## src/rtl/mac_stall_ctrl_pkg.sv

```systemverilog
// mac_stall_ctrl_pkg
// Shared constants and types for the MAC sequencing / stall controller:
//   - reset polarity (ResetEnable)
//   - stall vector bit positions (StallPC..StallWB) and width
//   - double-register bus width (DoubleRegBus)
//   - MAC FSM state type (MacIdle, MacAcc)
package mac_stall_ctrl_pkg;

  localparam logic ResetEnable = 1'b1;

  // Stall vector layout: one bit per pipeline register, PC first.
  localparam int unsigned StallW  = 6;
  localparam int unsigned StallPC = 0;
  localparam int unsigned StallIF = 1;
  localparam int unsigned StallID = 2;
  localparam int unsigned StallEX = 3;
  localparam int unsigned StallMEM = 4;
  localparam int unsigned StallWB = 5;

  // Width of the HI:LO pair / multiplier product for 32-bit registers.
  localparam int unsigned DoubleRegBus = 64;

  typedef enum logic {
    MacIdle = 1'b0,
    MacAcc  = 1'b1
  } mac_state_e;

endpackage

```

## src/rtl/mac_stall_ctrl_if.sv

```systemverilog
// mac_stall_ctrl_if
// Bus between the EX stage and the MAC/stall controller.
//   EX -> ctrl : mac_start, mac_sub, mul_result, hi_in, lo_in, flush,
//                stallreq_id, stallreq_ex_ext
//   ctrl -> EX : mac_valid, mac_hi, mac_lo, stall
// Modports: master (EX-stage side, drives requests), slave (controller).
interface mac_stall_ctrl_if #(
  parameter int unsigned DATA_W  = 32,
  parameter int unsigned STALL_W = 6
);

  logic                  mac_start;
  logic                  mac_sub;
  logic [2*DATA_W-1:0]   mul_result;
  logic [DATA_W-1:0]     hi_in;
  logic [DATA_W-1:0]     lo_in;
  logic                  flush;
  logic                  stallreq_id;
  logic                  stallreq_ex_ext;
  logic                  mac_valid;
  logic [DATA_W-1:0]     mac_hi;
  logic [DATA_W-1:0]     mac_lo;
  logic [STALL_W-1:0]    stall;

  modport master (
    output mac_start, mac_sub, mul_result, hi_in, lo_in, flush,
           stallreq_id, stallreq_ex_ext,
    input  mac_valid, mac_hi, mac_lo, stall
  );

  modport slave (
    input  mac_start, mac_sub, mul_result, hi_in, lo_in, flush,
           stallreq_id, stallreq_ex_ext,
    output mac_valid, mac_hi, mac_lo, stall
  );

endinterface

```

## src/rtl/mac_stall_ctrl_stall_merge.sv

```systemverilog
// stall_merge
// Combinational priority encoder producing the global stall vector.
//   flush        in  : kill everything, no stall
//   stallreq_ex  in  : hold PC, IF/ID, ID/EX, EX (vector 6'b001111)
//   stallreq_id  in  : hold PC, IF/ID, ID     (vector 6'b000111)
//   stall        out : STALL_W-bit vector, bit0 PC ... bit5 WB
// Priority: flush > EX > ID.
module stall_merge
  import mac_stall_ctrl_pkg::*;
#(
  parameter int unsigned STALL_W = StallW
) (
  input  logic               flush,
  input  logic               stallreq_ex,
  input  logic               stallreq_id,
  output logic [STALL_W-1:0] stall
);

  always_comb begin
    stall = '0;
    if (!flush) begin
      if (stallreq_ex) begin
        stall[StallPC] = 1'b1;
        stall[StallIF] = 1'b1;
        stall[StallID] = 1'b1;
        stall[StallEX] = 1'b1;
      end else if (stallreq_id) begin
        stall[StallPC] = 1'b1;
        stall[StallIF] = 1'b1;
        stall[StallID] = 1'b1;
      end
    end
  end

endmodule

```

## src/rtl/mac_stall_ctrl.sv

```systemverilog
// mac_stall_ctrl
// Sequencer for two-cycle multiply-accumulate (MADD/MADDU/MSUB/MSUBU) in EX
// and generator of the global stall vector.
//   clk, rst     : clock, synchronous active-high reset
//   bus (slave)  : mac_start, mac_sub, mul_result, hi_in, lo_in, flush,
//                  stallreq_id, stallreq_ex_ext in;
//                  mac_valid, mac_hi, mac_lo, stall out
//   stall_cycles : cycles with stall[EX] set (only with MAC_STALL_CNT_EN)
// Cycle 1 (IDLE): product (negated for MSUB) is captured, EX and upstream
// stall. Cycle 2 (ACC): HI:LO + captured product is presented with
// mac_valid; the FSM always returns to IDLE so a still-high mac_start for
// the same instruction does not retrigger.
// Optional feature macro: MAC_STALL_CNT_EN (adds the stall_cycles counter).
module mac_stall_ctrl
  import mac_stall_ctrl_pkg::*;
#(
  parameter int unsigned DATA_W  = 32,
  parameter int unsigned STALL_W = StallW
) (
  input  logic              clk,
  input  logic              rst,
  mac_stall_ctrl_if.slave   bus
`ifdef MAC_STALL_CNT_EN
  ,
  output logic [31:0]       stall_cycles
`endif
);

  mac_state_e             state_q, state_d;
  logic [2*DATA_W-1:0]    hilo_temp_q;
  logic [2*DATA_W-1:0]    acc_sum;
  logic                   in_reset;
  logic                   mac_accept;
  logic                   stallreq_mac;
  logic                   stallreq_ex;

  assign in_reset   = (rst == ResetEnable);
  assign mac_accept = (state_q == MacIdle) && bus.mac_start && !bus.flush;
  assign acc_sum    = {bus.hi_in, bus.lo_in} + hilo_temp_q;

  always_comb begin
    state_d      = state_q;
    stallreq_mac = 1'b0;
    bus.mac_valid = 1'b0;
    bus.mac_hi    = '0;
    bus.mac_lo    = '0;
    case (state_q)
      MacIdle: begin
        if (bus.mac_start && !bus.flush) begin
          stallreq_mac = 1'b1;
          state_d      = MacAcc;
        end
      end
      MacAcc: begin
        state_d = MacIdle;
        if (!bus.flush) begin
          bus.mac_valid                = 1'b1;
          {bus.mac_hi, bus.mac_lo} = acc_sum;
        end
      end
      default: state_d = MacIdle;
    endcase
    // Reset overrides the combinational outputs too, so a reset landing in
    // ACC never shows a partial result.
    if (in_reset) begin
      state_d       = MacIdle;
      stallreq_mac  = 1'b0;
      bus.mac_valid = 1'b0;
      bus.mac_hi    = '0;
      bus.mac_lo    = '0;
    end
  end

  always_ff @(posedge clk) begin
    if (in_reset) begin
      state_q     <= MacIdle;
      hilo_temp_q <= '0;
    end else begin
      state_q <= state_d;
      if (mac_accept) begin
        // Two's-complement negate for MSUB so ACC is always an add.
        hilo_temp_q <= bus.mac_sub ? -bus.mul_result : bus.mul_result;
      end else if (state_q == MacAcc && bus.flush) begin
        hilo_temp_q <= '0;
      end
    end
  end

  assign stallreq_ex = stallreq_mac | bus.stallreq_ex_ext;

  // Reset is folded into the flush input so the vector is all-zero during
  // reset, independent of the request inputs.
  stall_merge #(
    .STALL_W (STALL_W)
  ) u_stall_merge (
    .flush       (bus.flush | in_reset),
    .stallreq_ex (stallreq_ex),
    .stallreq_id (bus.stallreq_id),
    .stall       (bus.stall)
  );

`ifdef MAC_STALL_CNT_EN
  logic [31:0] stall_cnt_q;

  always_ff @(posedge clk) begin
    if (in_reset) begin
      stall_cnt_q <= '0;
    end else if (bus.stall[StallEX]) begin
      stall_cnt_q <= stall_cnt_q + 32'd1;
    end
  end

  assign stall_cycles = stall_cnt_q;
`endif

endmodule

```

## src/flat_wrapper.sv

```systemverilog
// flat-port wrapper written by rule: the top's interface ports become plain ports
module mac_stall_ctrl_flat import mac_stall_ctrl_pkg::*;
#(
  parameter int unsigned DATA_W  = 32,
  parameter int unsigned STALL_W = StallW
)
  (clk, rst, bus_mac_start, bus_mac_sub, bus_mul_result, bus_hi_in, bus_lo_in, bus_flush, bus_stallreq_id, bus_stallreq_ex_ext, bus_mac_valid, bus_mac_hi, bus_mac_lo, bus_stall);
  mac_stall_ctrl_if #(.DATA_W(DATA_W), .STALL_W(STALL_W)) bus_i ();
  input  logic clk;
  input  logic rst;
  input wire logic [$bits(bus_i.mac_start)-1:0] bus_mac_start;
  input wire logic [$bits(bus_i.mac_sub)-1:0] bus_mac_sub;
  input wire logic [$bits(bus_i.mul_result)-1:0] bus_mul_result;
  input wire logic [$bits(bus_i.hi_in)-1:0] bus_hi_in;
  input wire logic [$bits(bus_i.lo_in)-1:0] bus_lo_in;
  input wire logic [$bits(bus_i.flush)-1:0] bus_flush;
  input wire logic [$bits(bus_i.stallreq_id)-1:0] bus_stallreq_id;
  input wire logic [$bits(bus_i.stallreq_ex_ext)-1:0] bus_stallreq_ex_ext;
  output wire logic [$bits(bus_i.mac_valid)-1:0] bus_mac_valid;
  output wire logic [$bits(bus_i.mac_hi)-1:0] bus_mac_hi;
  output wire logic [$bits(bus_i.mac_lo)-1:0] bus_mac_lo;
  output wire logic [$bits(bus_i.stall)-1:0] bus_stall;
  assign bus_i.mac_start = bus_mac_start;
  assign bus_i.mac_sub = bus_mac_sub;
  assign bus_i.mul_result = bus_mul_result;
  assign bus_i.hi_in = bus_hi_in;
  assign bus_i.lo_in = bus_lo_in;
  assign bus_i.flush = bus_flush;
  assign bus_i.stallreq_id = bus_stallreq_id;
  assign bus_i.stallreq_ex_ext = bus_stallreq_ex_ext;
  assign bus_mac_valid = bus_i.mac_valid;
  assign bus_mac_hi = bus_i.mac_hi;
  assign bus_mac_lo = bus_i.mac_lo;
  assign bus_stall = bus_i.stall;
  mac_stall_ctrl #(.DATA_W(DATA_W), .STALL_W(STALL_W)) u_core (.clk(clk), .rst(rst), .bus(bus_i));
endmodule
```

## config.mk

```make
export PLATFORM = sky130hd
export DESIGN_NAME = mac_stall_ctrl_flat
export DESIGN_NICKNAME = d
export VERILOG_FILES = /design/src/rtl/mac_stall_ctrl_pkg.sv /design/src/rtl/mac_stall_ctrl_if.sv /design/src/rtl/mac_stall_ctrl_stall_merge.sv /design/src/rtl/mac_stall_ctrl.sv /design/src/flat_wrapper.sv
export SDC_FILE = /design/constraint.sdc
export NUM_CORES = 1
export LEC_CHECK = 0
export BUFFER_PORTS_ARGS = -buffer_cell sky130_fd_sc_hd__clkbuf_2
export CAP_MARGIN = 20
export CORE_ASPECT_RATIO = 1.5
export CORE_MARGIN = 3
export CORE_UTILIZATION = 40
export DETAILED_ROUTE_END_ITERATION = 10
export GPL_ROUTABILITY_DRIVEN = 0
export SYNTH_ARGS = -nofsm -noshare
export SYNTH_HDL_FRONTEND = slang
export SYNTH_SLANG_ARGS = --single-unit
```

## constraint.sdc

```tcl
create_clock -name clk -period 5.8 [get_ports clk]
set_input_delay 1.16 -clock clk [delete_from_list [all_inputs] [get_ports clk]]
set_output_delay 1.16 -clock clk [all_outputs]
set_load 0.01 [all_outputs]
```

* Word-level counts from Yosys, hierarchy flattened
Cells that the tools add are included.
Operators by class: reduce and logical (&&, ||, !) cells 6, $add $sub $neg 2, mux-type cells 20, bitwise operators 3
Operators with widths (number):
- two-way mux 32 bit | 6
- two-way mux 64 bit | 3
- adder 64 bit | 1
- negator 64 bit | 1
- two-way mux 1 bit | 7
- two-way mux 3 bit | 2
- logical AND 1 bit | 4
- two-way mux 4 bit | 1
- bitwise OR 1 bit | 2
- one-hot mux 1 bit (2 select lines) | 1
- nonzero test 2 bit | 1
- zero test 1 bit | 1
- NOT 1 bit | 1
Storage, ports and cells: output and inout port bits 71, word-level logic and storage cells 33, register bits after elaboration 65

* Logic depth before layout (Yosys ltp)
depth in word-level cells 8, mapped depth 13

* By module
A second synthesis with hierarchy kept.
Second synthesis, totals: cells, all modules 1158, area, all modules 8026.4 um^2
Modules (own cells, without submodules):
- mac_stall_ctrl | area an instance 7976.4 um^2, times used 1, sequential area each 1301.2 um^2, cells each 1151
- stall_merge | area an instance 50.0 um^2, times used 1, sequential area each 0.0 um^2, cells each 7

* Least setup slack after synthesis
No wires, ideal clock.
path kind input to output, start point input bus_lo_in[0], end point output bus_mac_hi[16], path buffers 0, data arrival time 3.869 ns, cell stages on the path 13, setup slack 0.771 ns, data required time 4.640 ns, cells stage by stage ha_1 inv_1 fa_1 nand2b_1 a21oi_1 o22a_1 a31oi_1 o31a_1 o21ai_0 a31oi_1 o41ai_1 xnor2_1 nor2_1
On the way: word-level cells in the longest chain between the ends 4
RTL lines:
- start: declaration | line flat_wrapper.sv:15 | input wire logic [$bits(bus_i.lo_in)-1:0] bus_lo_in;
- adder 64 bit | line mac_stall_ctrl.sv:39 | assign acc_sum = {bus.hi_in, bus.lo_in} + hilo_temp_q;
- two-way mux 32 bit | line mac_stall_ctrl.sv:56 | if (!bus.flush) begin
- two-way mux 32 bit | line mac_stall_ctrl.sv:47 | case (state_q)
- two-way mux 32 bit | line mac_stall_ctrl.sv:65 | if (in_reset) begin
- end: declaration | line flat_wrapper.sv:20 | output wire logic [$bits(bus_i.mac_hi)-1:0] bus_mac_hi;
Every way passes these cells.

* Worst setup path in the final report
start point input bus_lo_in[0], end point output bus_mac_hi[24]
The elaborated chain is that of the path after synthesis.

==> results.json <==
{
  "place_area_um2": 8790,
  "root_buffer": "clkbuf_16",
  "numCtsBuffers": 9,
  "fin_util_pct": 49.27,
  "fin_crit_sh_pct": 97.11,
  "maxCapViolCount": 0,
  "ioPinCount": 206,
  "antenna_found_initial": 1,
  "synthArstFlopShare_pct": 0,
  "final_max_slew_viol_count": 0,
  "holdWs_ns": 0.4757,
  "synth_area_um2": 7569,
  "drive_gt1_share_pct": 21.10,
  "postRouteWirelength_um": 27050,
  "fillers": 1925,
  "num_rows": 61,
  "hold_viol": 0,
  "io_buffer_count": 203,
  "fmax_mhz": 177.6,
  "syn_inst": 1048,
  "powerDensity_nw_per_um2": 183.8,
  "min_path_type": "flop to flop",
  "fin_skew_ns": 0.003307,
  "ys_ff_latch": 65,
  "endpoint_kind": "primary output",
  "wire_per_inst_um": 18.34,
  "clkTransAtPathRegs_ns": 0.05,
  "synth_cell_type_count": 58,
  "initial_core_util_pct": 40.81,
  "crit_type": "input port to primary output",
  "cp_max_fo": 4,
  "status": "complete, no violations",
  "post-route-drc-count": 0,
  "critPathArrivalTime_ns": 4.47,
  "worstMarginPinSlew_ns": 0.7261,
  "leakagePower_nw": 4.091,
  "max_stage_delay_ns": 0.47,
  "cts_tree": "yes",
  "wl_met3_um": 1472,
  "cts_sinks": 65,
  "path_cells": "clkbuf_2, ha_1, inv_1, fa_1, nand2b_1, a21oi_1, o22a_1, a31oi_1, o31a_1, o21ai_0, buf_4, a31oi_1, o31ai_1, xnor2_1, nor2_1, clkbuf_2",
  "vias": 8421,
  "die_y_um": 174.5,
  "viasPerCell": 5.709,
  "cp.required_ns": 4.64,
  "grt_pass1_vias": 8327,
  "cts_setup_buffers": 0,
  "final_cell_mix": "clkbuf_2, nor2_1, xnor2_1, nand2_1, a21oi_1",
  "clock_path_buffers": 2,
  "period_needed_ns": 5.632,
  "multi_input_area_um2": 5956,
  "synthFlopType": "dfxtp_1",
  "final_cell_area_um2": 9139,
  "finalSetupViolations": 0,
  "vdd_drop_max_uv": 146.3,
  "critPathLaunchType": "input port",
  "dpl.hpwl_um": 22480,
  "grt_setup_unrepaired": "yes",
  "grt_usage_pct": 25.56,
  "synth-edff-count": 0,
  "n_antenna_cell": 0,
  "final_common_cell": "clkbuf_2",
  "yosysSeqAreaShare_pct": 17.19,
  "drtAntennaViolNets": 0,
  "overflow": 0,
  "clk_latency_ns": 0.34,
  "grt_pass1_wl_um": 42470,
  "grt_max_degree": 41,
  "core_um2": 18550,
  "dr.pass1.iters": 5,
  "final_nets": 1418,
  "slew_headroom_pct": 51.59,
  "htree_levels": 3,
  "first_iter_violations": 567,
  "dieArea_um2": 20640,
  "top_layer": "met5",
  "regArea_um2": 1301,
  "dr_wl_met2_um": 14100,
  "yosys_warnings": 0,
  "avgSynthCellArea_um2": 7.222,
  "synthToLayoutAreaGrowth_pct": 20.75,
  "met1_length_um": 10190,
  "slowest_stage": "o31ai_1",
  "die_w_um": 118.3
}
## logic make-up (layout without fill, tap and decap cells)
kind of cell	count (synthesis)	after routing	synth area share (%)
buf+inv	85	259	4.414
other cells	1	2	0.04955
xor+xnor	115	115	13.31
flops	65	65	17.19
simple gates	371	371	23.61
compound gates	346	346	30.58
fa+ha+maj	65	65	10.84
## state kept, by name, summed over array words and instances, names as in the netlist
| signal | flops |
|---|---|
| u_core.state_q | 1 |
| u_core.hilo_temp_q | 64 |
## metal layers
layer	global-route usage [%]	up-vias
li1	-	4196
met1	27.21	3858
met2	47.84	290
met3	4.850	75
met4	12.18	2
met5	0	-
## area by class of cell
type,count,share of cell area (%)
Multi-Input combinational cell,899,65.17
Sequential cell,65,14.24
Clock inverter,6,0.9858
Inverter,23,0.9447
Tap cell,252,3.450
Clock buffer,10,2.615
Timing Repair Buffer,220,12.60
## where the power goes
part | leakage (nW) | switching (mW) | internal, mW
logic | 3.40 | 0.343 | 0.241
clock network | 0.159 | 0.214 | 0.389
registers | 0.531 | 0.0208 | 0.472
## synth_stat cells, types with 4 or more instances
| cell | instances | area, µm² |
|---|---|---|
| o41ai_1 | 11 | 96.34 |
| xnor2_1 | 85 | 744.5 |
| nand2_1 | 85 | 319.1 |
| inv_1 | 23 | 86.33 |
| a21oi_1 | 84 | 420.4 |
| a22oi_1 | 33 | 247.7 |
| clkbuf_1 | 56 | 210.2 |
| and3_1 | 9 | 56.30 |
| o21a_1 | 12 | 90.09 |
| or4_1 | 8 | 60.06 |
| or3_1 | 16 | 100.1 |
| or2_2 | 4 | 25.02 |
| o221ai_1 | 4 | 35.03 |
| a21o_1 | 32 | 240.2 |
| and2_1 | 6 | 37.54 |
| nand2b_1 | 7 | 43.79 |
| dfxtp_1 | 65 | 1301 |
| nand4_1 | 19 | 118.9 |
| o21ai_0 | 57 | 285.3 |
| nand3_1 | 22 | 110.1 |
| o211ai_1 | 6 | 45.04 |
| o21bai_1 | 16 | 120.1 |
| nor4_1 | 8 | 50.05 |
| nor2b_1 | 10 | 62.56 |
| ha_1 | 64 | 800.8 |
| buf_4 | 4 | 30.03 |
| a31oi_1 | 19 | 118.9 |
| xor2_1 | 30 | 262.8 |
| o31ai_1 | 16 | 120.1 |
| a211oi_1 | 5 | 37.54 |
| a22o_1 | 31 | 271.5 |
| nor3_1 | 30 | 150.1 |
| nor2_1 | 130 | 488.0 |
| nor3b_1 | 4 | 30.03 |
## path summary, 6_finish.rpt
kind | start | to | slack (ns) | cells past startpoint
worst max-delay path | bus_lo_in[0] | bus_mac_hi[24] | 0.17 | 16
worst min-delay path | u_core.hilo_temp_q[62] | u_core.hilo_temp_q[62] | 0.48 | 1
worst max register to register | u_core.state_q | u_core.hilo_temp_q[58] | 3.43 | 9
worst min register to register | u_core.hilo_temp_q[62] | u_core.hilo_temp_q[62] | 0.48 | 1
## critical path, delay by kind of cell
| family | cells | cell delay, ns |
|---|---|---|
| AOI/OAI and AO/OA | 7 | 1.90 |
| adders and majority gates | 2 | 0.58 |
| buffers and inverters | 4 | 0.45 |
| and+or+nand+nor | 2 | 0.21 |
| xor gates and xnor gates | 1 | 0.17 |
## through the flow
| stage | power, mW | setup slack [ns] | setup TNS (ns) | cells |
|---|---|---|---|---|
| 6_report | 1.680 | 0.1679 | 0 | 1475 |
| 5_1_grt | 1.775 | -0.01195 | -0.01195 | 1475 |
| 4_1_cts | 1.686 | 0.1500 | 0 | 1474 |
| 3_5_place_dp | 1.079 | 0.1541 | 0 | 1458 |
| 3_3_place_gp | 1.079 | 0.1961 | 0 | 1458 |
| 2_1_floorplan | 0.8865 | 0.7711 | 0 | 1049 |
## repair_timing
action / 4_1_cts / 5_1_grt
endpoints found under the setup margin: 0 / 3
resized for setup: 0 / 1
hold buffers: 0 / 0
Power figures use the tool's default switching activity.
